File: src/rtl/mem_arbiter.sv
// mem_arbiter: shares one main-memory port between the icache (line reads) and dcache (line reads/writes).
// Optional MEM_ARB_RR_EN: round-robin tie-break; default build gives the dcache fixed priority.
module mem_arbiter #(
   parameter int ADDR_W = 28,
   parameter int DATA_W = 128,
   parameter int BEATS  = 4
) (
   input  logic              clk,
   input  logic              reset,
   input  logic              ic_req_valid,
   output logic              ic_req_ready,
   input  logic [ADDR_W-1:0] ic_req_addr,
   output logic              ic_resp_valid,
   output logic [DATA_W-1:0] ic_resp_data,
   input  logic              dc_req_valid,
   output logic              dc_req_ready,
   input  logic              dc_req_rw,
   input  logic [ADDR_W-1:0] dc_req_addr,
   input  logic              dc_wdata_valid,
   output logic              dc_wdata_ready,
   input  logic [DATA_W-1:0] dc_wdata,
   output logic              dc_resp_valid,
   output logic [DATA_W-1:0] dc_resp_data,
   output logic              mem_req_valid,
   input  logic              mem_req_ready,
   output logic              mem_req_rw,
   output logic [ADDR_W-1:0] mem_req_addr,
   output logic              mem_wdata_valid,
   input  logic              mem_wdata_ready,
   output logic [DATA_W-1:0] mem_wdata,
   input  logic              mem_resp_valid,
   input  logic [DATA_W-1:0] mem_resp_data
);
   localparam int CNT_W = $clog2(BEATS);
   localparam logic [CNT_W-1:0] LAST_BEAT = CNT_W'(BEATS - 1);

   typedef enum logic [1:0] {
      IDLE  = 2'd0,
      ISSUE = 2'd1,
      WDATA = 2'd2,
      RESP  = 2'd3
   } state_t;

   state_t            state;
   logic              owner_dc;
   logic              rw_lat;
   logic [ADDR_W-1:0] addr_lat;
   logic [CNT_W-1:0]  beat_cnt;
   logic              prefer_dc;
   logic              grant_dc;
   logic              grant_ic;
   logic              wdata_phase;
   logic              resp_phase;
   logic              beat_done;

`ifdef MEM_ARB_RR_EN
   logic last_dc;

   // Remember who won the most recent grant so the next tie goes the other way.
   always_ff @(posedge clk) begin
      if (reset) begin
         last_dc <= 1'b0;
      end else if (grant_dc || grant_ic) begin
         last_dc <= grant_dc;
      end else begin
         last_dc <= last_dc;
      end
   end

   assign prefer_dc = ~last_dc;
`else
   assign prefer_dc = 1'b1;
`endif

   // Arbitration only in IDLE; outputs are forced quiet while reset is held.
   always_comb begin
      grant_dc = 1'b0;
      grant_ic = 1'b0;
      if (!reset && state == IDLE) begin
         grant_dc = dc_req_valid & (~ic_req_valid | prefer_dc);
         grant_ic = ic_req_valid & ~grant_dc;
      end else begin
         grant_dc = 1'b0;
         grant_ic = 1'b0;
      end
   end

   assign ic_req_ready    = grant_ic;
   assign dc_req_ready    = grant_dc;

   assign mem_req_valid   = ~reset & (state == ISSUE);
   assign mem_req_rw      = mem_req_valid & rw_lat;
   assign mem_req_addr    = mem_req_valid ? addr_lat : {ADDR_W{1'b0}};

   assign wdata_phase     = ~reset & (state == WDATA);
   assign resp_phase      = ~reset & (state == RESP);

   assign mem_wdata_valid = wdata_phase & dc_wdata_valid;
   assign dc_wdata_ready  = wdata_phase & mem_wdata_ready;
   assign mem_wdata       = wdata_phase ? dc_wdata : {DATA_W{1'b0}};

   assign ic_resp_valid   = resp_phase & ~owner_dc & mem_resp_valid;
   assign dc_resp_valid   = resp_phase & owner_dc & mem_resp_valid;
   assign ic_resp_data    = ic_resp_valid ? mem_resp_data : {DATA_W{1'b0}};
   assign dc_resp_data    = dc_resp_valid ? mem_resp_data : {DATA_W{1'b0}};

   assign beat_done       = (wdata_phase & dc_wdata_valid & mem_wdata_ready) |
                            (resp_phase & mem_resp_valid);

   // Transaction sequencer: grant, issue, then count write or read beats back to IDLE.
   always_ff @(posedge clk) begin
      if (reset) begin
         state    <= IDLE;
         owner_dc <= 1'b0;
         rw_lat   <= 1'b0;
         addr_lat <= {ADDR_W{1'b0}};
         beat_cnt <= {CNT_W{1'b0}};
      end else begin
         case (state)
            IDLE: begin
               if (grant_dc || grant_ic) begin
                  owner_dc <= grant_dc;
                  rw_lat   <= grant_dc & dc_req_rw;
                  addr_lat <= grant_dc ? dc_req_addr : ic_req_addr;
                  state    <= ISSUE;
               end else begin
                  state    <= IDLE;
               end
            end
            ISSUE: begin
               if (mem_req_ready) begin
                  beat_cnt <= {CNT_W{1'b0}};
                  state    <= rw_lat ? WDATA : RESP;
               end else begin
                  state    <= ISSUE;
               end
            end
            WDATA, RESP: begin
               if (beat_done) begin
                  beat_cnt <= beat_cnt + CNT_W'(1);
                  state    <= (beat_cnt == LAST_BEAT) ? IDLE : state;
               end else begin
                  beat_cnt <= beat_cnt;
               end
            end
            default: begin
               state <= IDLE;
            end
         endcase
      end
   end
endmodule

File: config.mk
export PLATFORM = sky130hd
export DESIGN_NAME = mem_arbiter
export DESIGN_NICKNAME = d
export VERILOG_FILES = /design/src/rtl/mem_arbiter.sv
export SDC_FILE = /design/constraint.sdc
export NUM_CORES = 1
export LEC_CHECK = 0
export CORE_AREA = 2 2 286 288
export CTS_CLUSTER_DIAMETER = 80
export CTS_CLUSTER_SIZE = 25
export DETAILED_ROUTE_END_ITERATION = 10
export DIE_AREA = 0 0 288 290
export HOLD_SLACK_MARGIN = 0.08
export PLACE_DENSITY_LB_ADDON = 0.05
export SYNTH_ARGS = -nofsm -noshare
export SYNTH_HDL_FRONTEND = slang
export SYNTH_SLANG_ARGS = --single-unit
export TNS_END_PERCENT = 30
File: constraint.sdc
create_clock -name clk -period 1.8 [get_ports clk]
set_input_delay 0.36 -clock clk [delete_from_list [all_inputs] [get_ports clk]]
set_output_delay 0.36 -clock clk [all_outputs]
set_load 0.005 [all_outputs]
==> reports/qor.csv <==
metric,value,unit
ratio of cells with drive above 1 in the final layout,0.189,
clk_skew,0.00338,ns
crit-path cells,buf_6 -> nand2b_4 -> nor2_4 -> buf_12 -> clkbuf_16 -> and2_1 -> clkdlybuf4s50_1,
status,finished with violations,
post-layout total power,3760,uW
Die W,288,microns
pin count of the biggest net entering global routing,38,
Fillers,9142,
Layout Cells excl Fill,2537,
die height,290,microns
Slew Limit Fails,0,
Post-Syn Nets,1017,
final core occ,0.180,
DIE AREA,83500,sq um
grt ovf,0,
Post-DP Area,13700,sq um
Starting Density,0.0588,
Mapped Area,4710,sq um
fmax,421,MHz
CTS Hold Bufs,0,
FF-to-FF Start,state[0],
Final Hold Viols,0,
Total Routed Length,57900,microns
post-synthesis cell type count,32,
Final ANT Viol Nets,0,
vias per inst,3.00,
Crit Path Max Fanout,9,
WP data arrival,2.01,ns
hold_sp,beat_cnt[1],
kind of critical path,reg -> out,
detailed router's first-iteration violation count,172,
Max Buffers Root-to-Sink,2,
RSZ-0062 raised after global routing,yes,
dpl cells,2478,
IO buf count,740,
required time worst endpoint,1.44,ns
part of the cycle the worst path needs,1.32,
cts bufs inserted,5,
syn avg cell area,6.78,sq um
Cells after Synth,695,
synth warn,0,
CTS tree,yes,
#FFs+latches synth,34,
Setup WS pre-CTS,-1.12,ns
Slew @ Worst Pin,0.413,ns
Worst slew margin,0.725,
Max IR drop VDD,292,uV
leakage power,0.00646,uW
Worst Setup SP,state[0],
Worst-path clk slew,0.06,ns
"commonest non-fill, non-tap cell in the layout",clkdlybuf4s50_1,
minimum clock period,2.37,ns
CTS H-tree depth,2,
DP HPWL,49100,microns
Final Wtd Congestion,0.823,
register area,688,sq um
"area leader, netlist",and2_1,
Sink Count,34,
DRT Pass-1 Iters,4,
core area,80200,sq um
Vias,7620,
most frequent cells in the layout,"clkdlybuf4s50_1, and2_1, dlygate4sd2_1, buf_4, clkdlybuf4s15_2",
WL/cell,22.8,microns
hold crit path type,reg -> reg,
vias in the first global route,7552,
All-Layer GR Usage,0.130,
CP Launch Type,register,
area grow syn2layout,206,%
DR DRC count,0,
io pins,741,
"top cells by area, synth","and2_1, dfxtp_1, a22o_1",
final net count,1793,
setup violators final,419,
failing checks,setup timing,
nature of the critical path endpoint,output port,
register area share after synthesis,0.144,
Synth top area share,0.552,
Max-Cap Viols,0,
area of the multi-input gates,3630,sq um
"Design Area, Final",14400,sq um
Clock Latency Late Sink,0.29,ns
Critical-path top delay cell,clkdlybuf4s50_1,
Site Rows,104,
initial antenna violation count,18,
Root Buffer,clkbuf_16,
PnR worst setup slack,-0.574,ns
first-pass GRT wire length,74700,microns
largest stage delay on the critical path,0.51,ns
P per Cell Area,261,nW/um^2
-- logic make-up (layout without fill, tap and decap cells) --
group                      Yosys count  after routing  synth area share
AOI/OAI and AO/OA                   95             95             0.145
other                                0              6                 0
buffers and inverters              100            876             0.102
adders and majority gates            1              1           0.00265
DFF                                 34             34             0.144
and+or+nand+nor                    462            462             0.600
muxes                                3              3           0.00664
-- through the flow --
step	setup TNS [ns]	hold slack, ns
6_report	-165.32	0.487
4_1_cts	-201.67	0.491
3_3_place_gp	-312.33	0.470
5_1_grt	-209.60	0.497
2_1_floorplan	0	0.453
3_5_place_dp	-315.58	0.472
-- power by group --
| part | switching, uW | internal [uW] |
|---|---|---|
| Clock | 379 | 685 |
| Combinational | 644 | 1160 |
| Sequential | 49.8 | 840 |
| Total | 1070 | 2690 |
-- synth_stat cells --
cell type,count
buf_2,6
nor2_1,28
nand2_1,5
a21bo_1,1
a32oi_1,1
a22o_1,28
nand4b_2,1
a21oi_1,30
a31o_1,1
mux2i_1,2
nand2b_1,2
buf_1,3
a31oi_1,1
clkbuf_1,18
ha_1,1
nor3_1,1
mux2_2,1
buf_4,18
clkbuf_2,24
dfxtp_1,34
a21boi_1,1
and2_1,416
nor2_2,3
o221a_2,1
a211oi_1,30
inv_1,31
or2_1,1
nand3_1,2
o311ai_0,1
nor3_4,1
nand4b_1,1
nand3b_1,1
-- worst max-delay path: cells and delay by family, from the launching register on --
kind                   cells  cell delay (ns)
buffers and inverters      4             0.97
DFF                        1             0.36
and+or+nand+nor            3             0.38
-- layer usage --
layer	vias up	routed length (microns)	global-route usage
met5	-	120	0
met4	20	268	0.00758
met3	35	4720	0.0436
met2	306	31900	0.261
met1	3496	20900	0.133
li1	3763	-	-
-- state kept, by name (all words and copies together), names as in the netlist --
name and flops:
addr_lat 28, beat_cnt 2, owner_dc 1, rw_lat 1, state 2
-- layout make-up --
type	instances	area share
well taps	1060	0.0921
multi-input cells	561	0.252
inverters	31	0.00825
flip-flops and latches	34	0.0478
clock buffers	6	0.00964
diodes	6	0.00104
repair buffers	838	0.587
clock inverters	1	0.00209
-- final timing paths --
path                                  endpoint  slack [ns]  depth (start not counted)
worst max-delay path            mem_wdata[102]       -0.57                          7
worst min register to register     beat_cnt[1]        0.49                          1
worst min-delay path               beat_cnt[1]        0.49                          1
worst max register to register    addr_lat[15]        0.07                          6
-- timing repair --
item / 4_1_cts / 5_1_grt
pin swaps: 10 / 12
cloned: 9 / 6
gates resized for setup: 501 / 181
setup endpoints to repair: 421 / 440
setup buffers: 20 / 12
No activity file was read; power rests on OpenSTA's default activity.
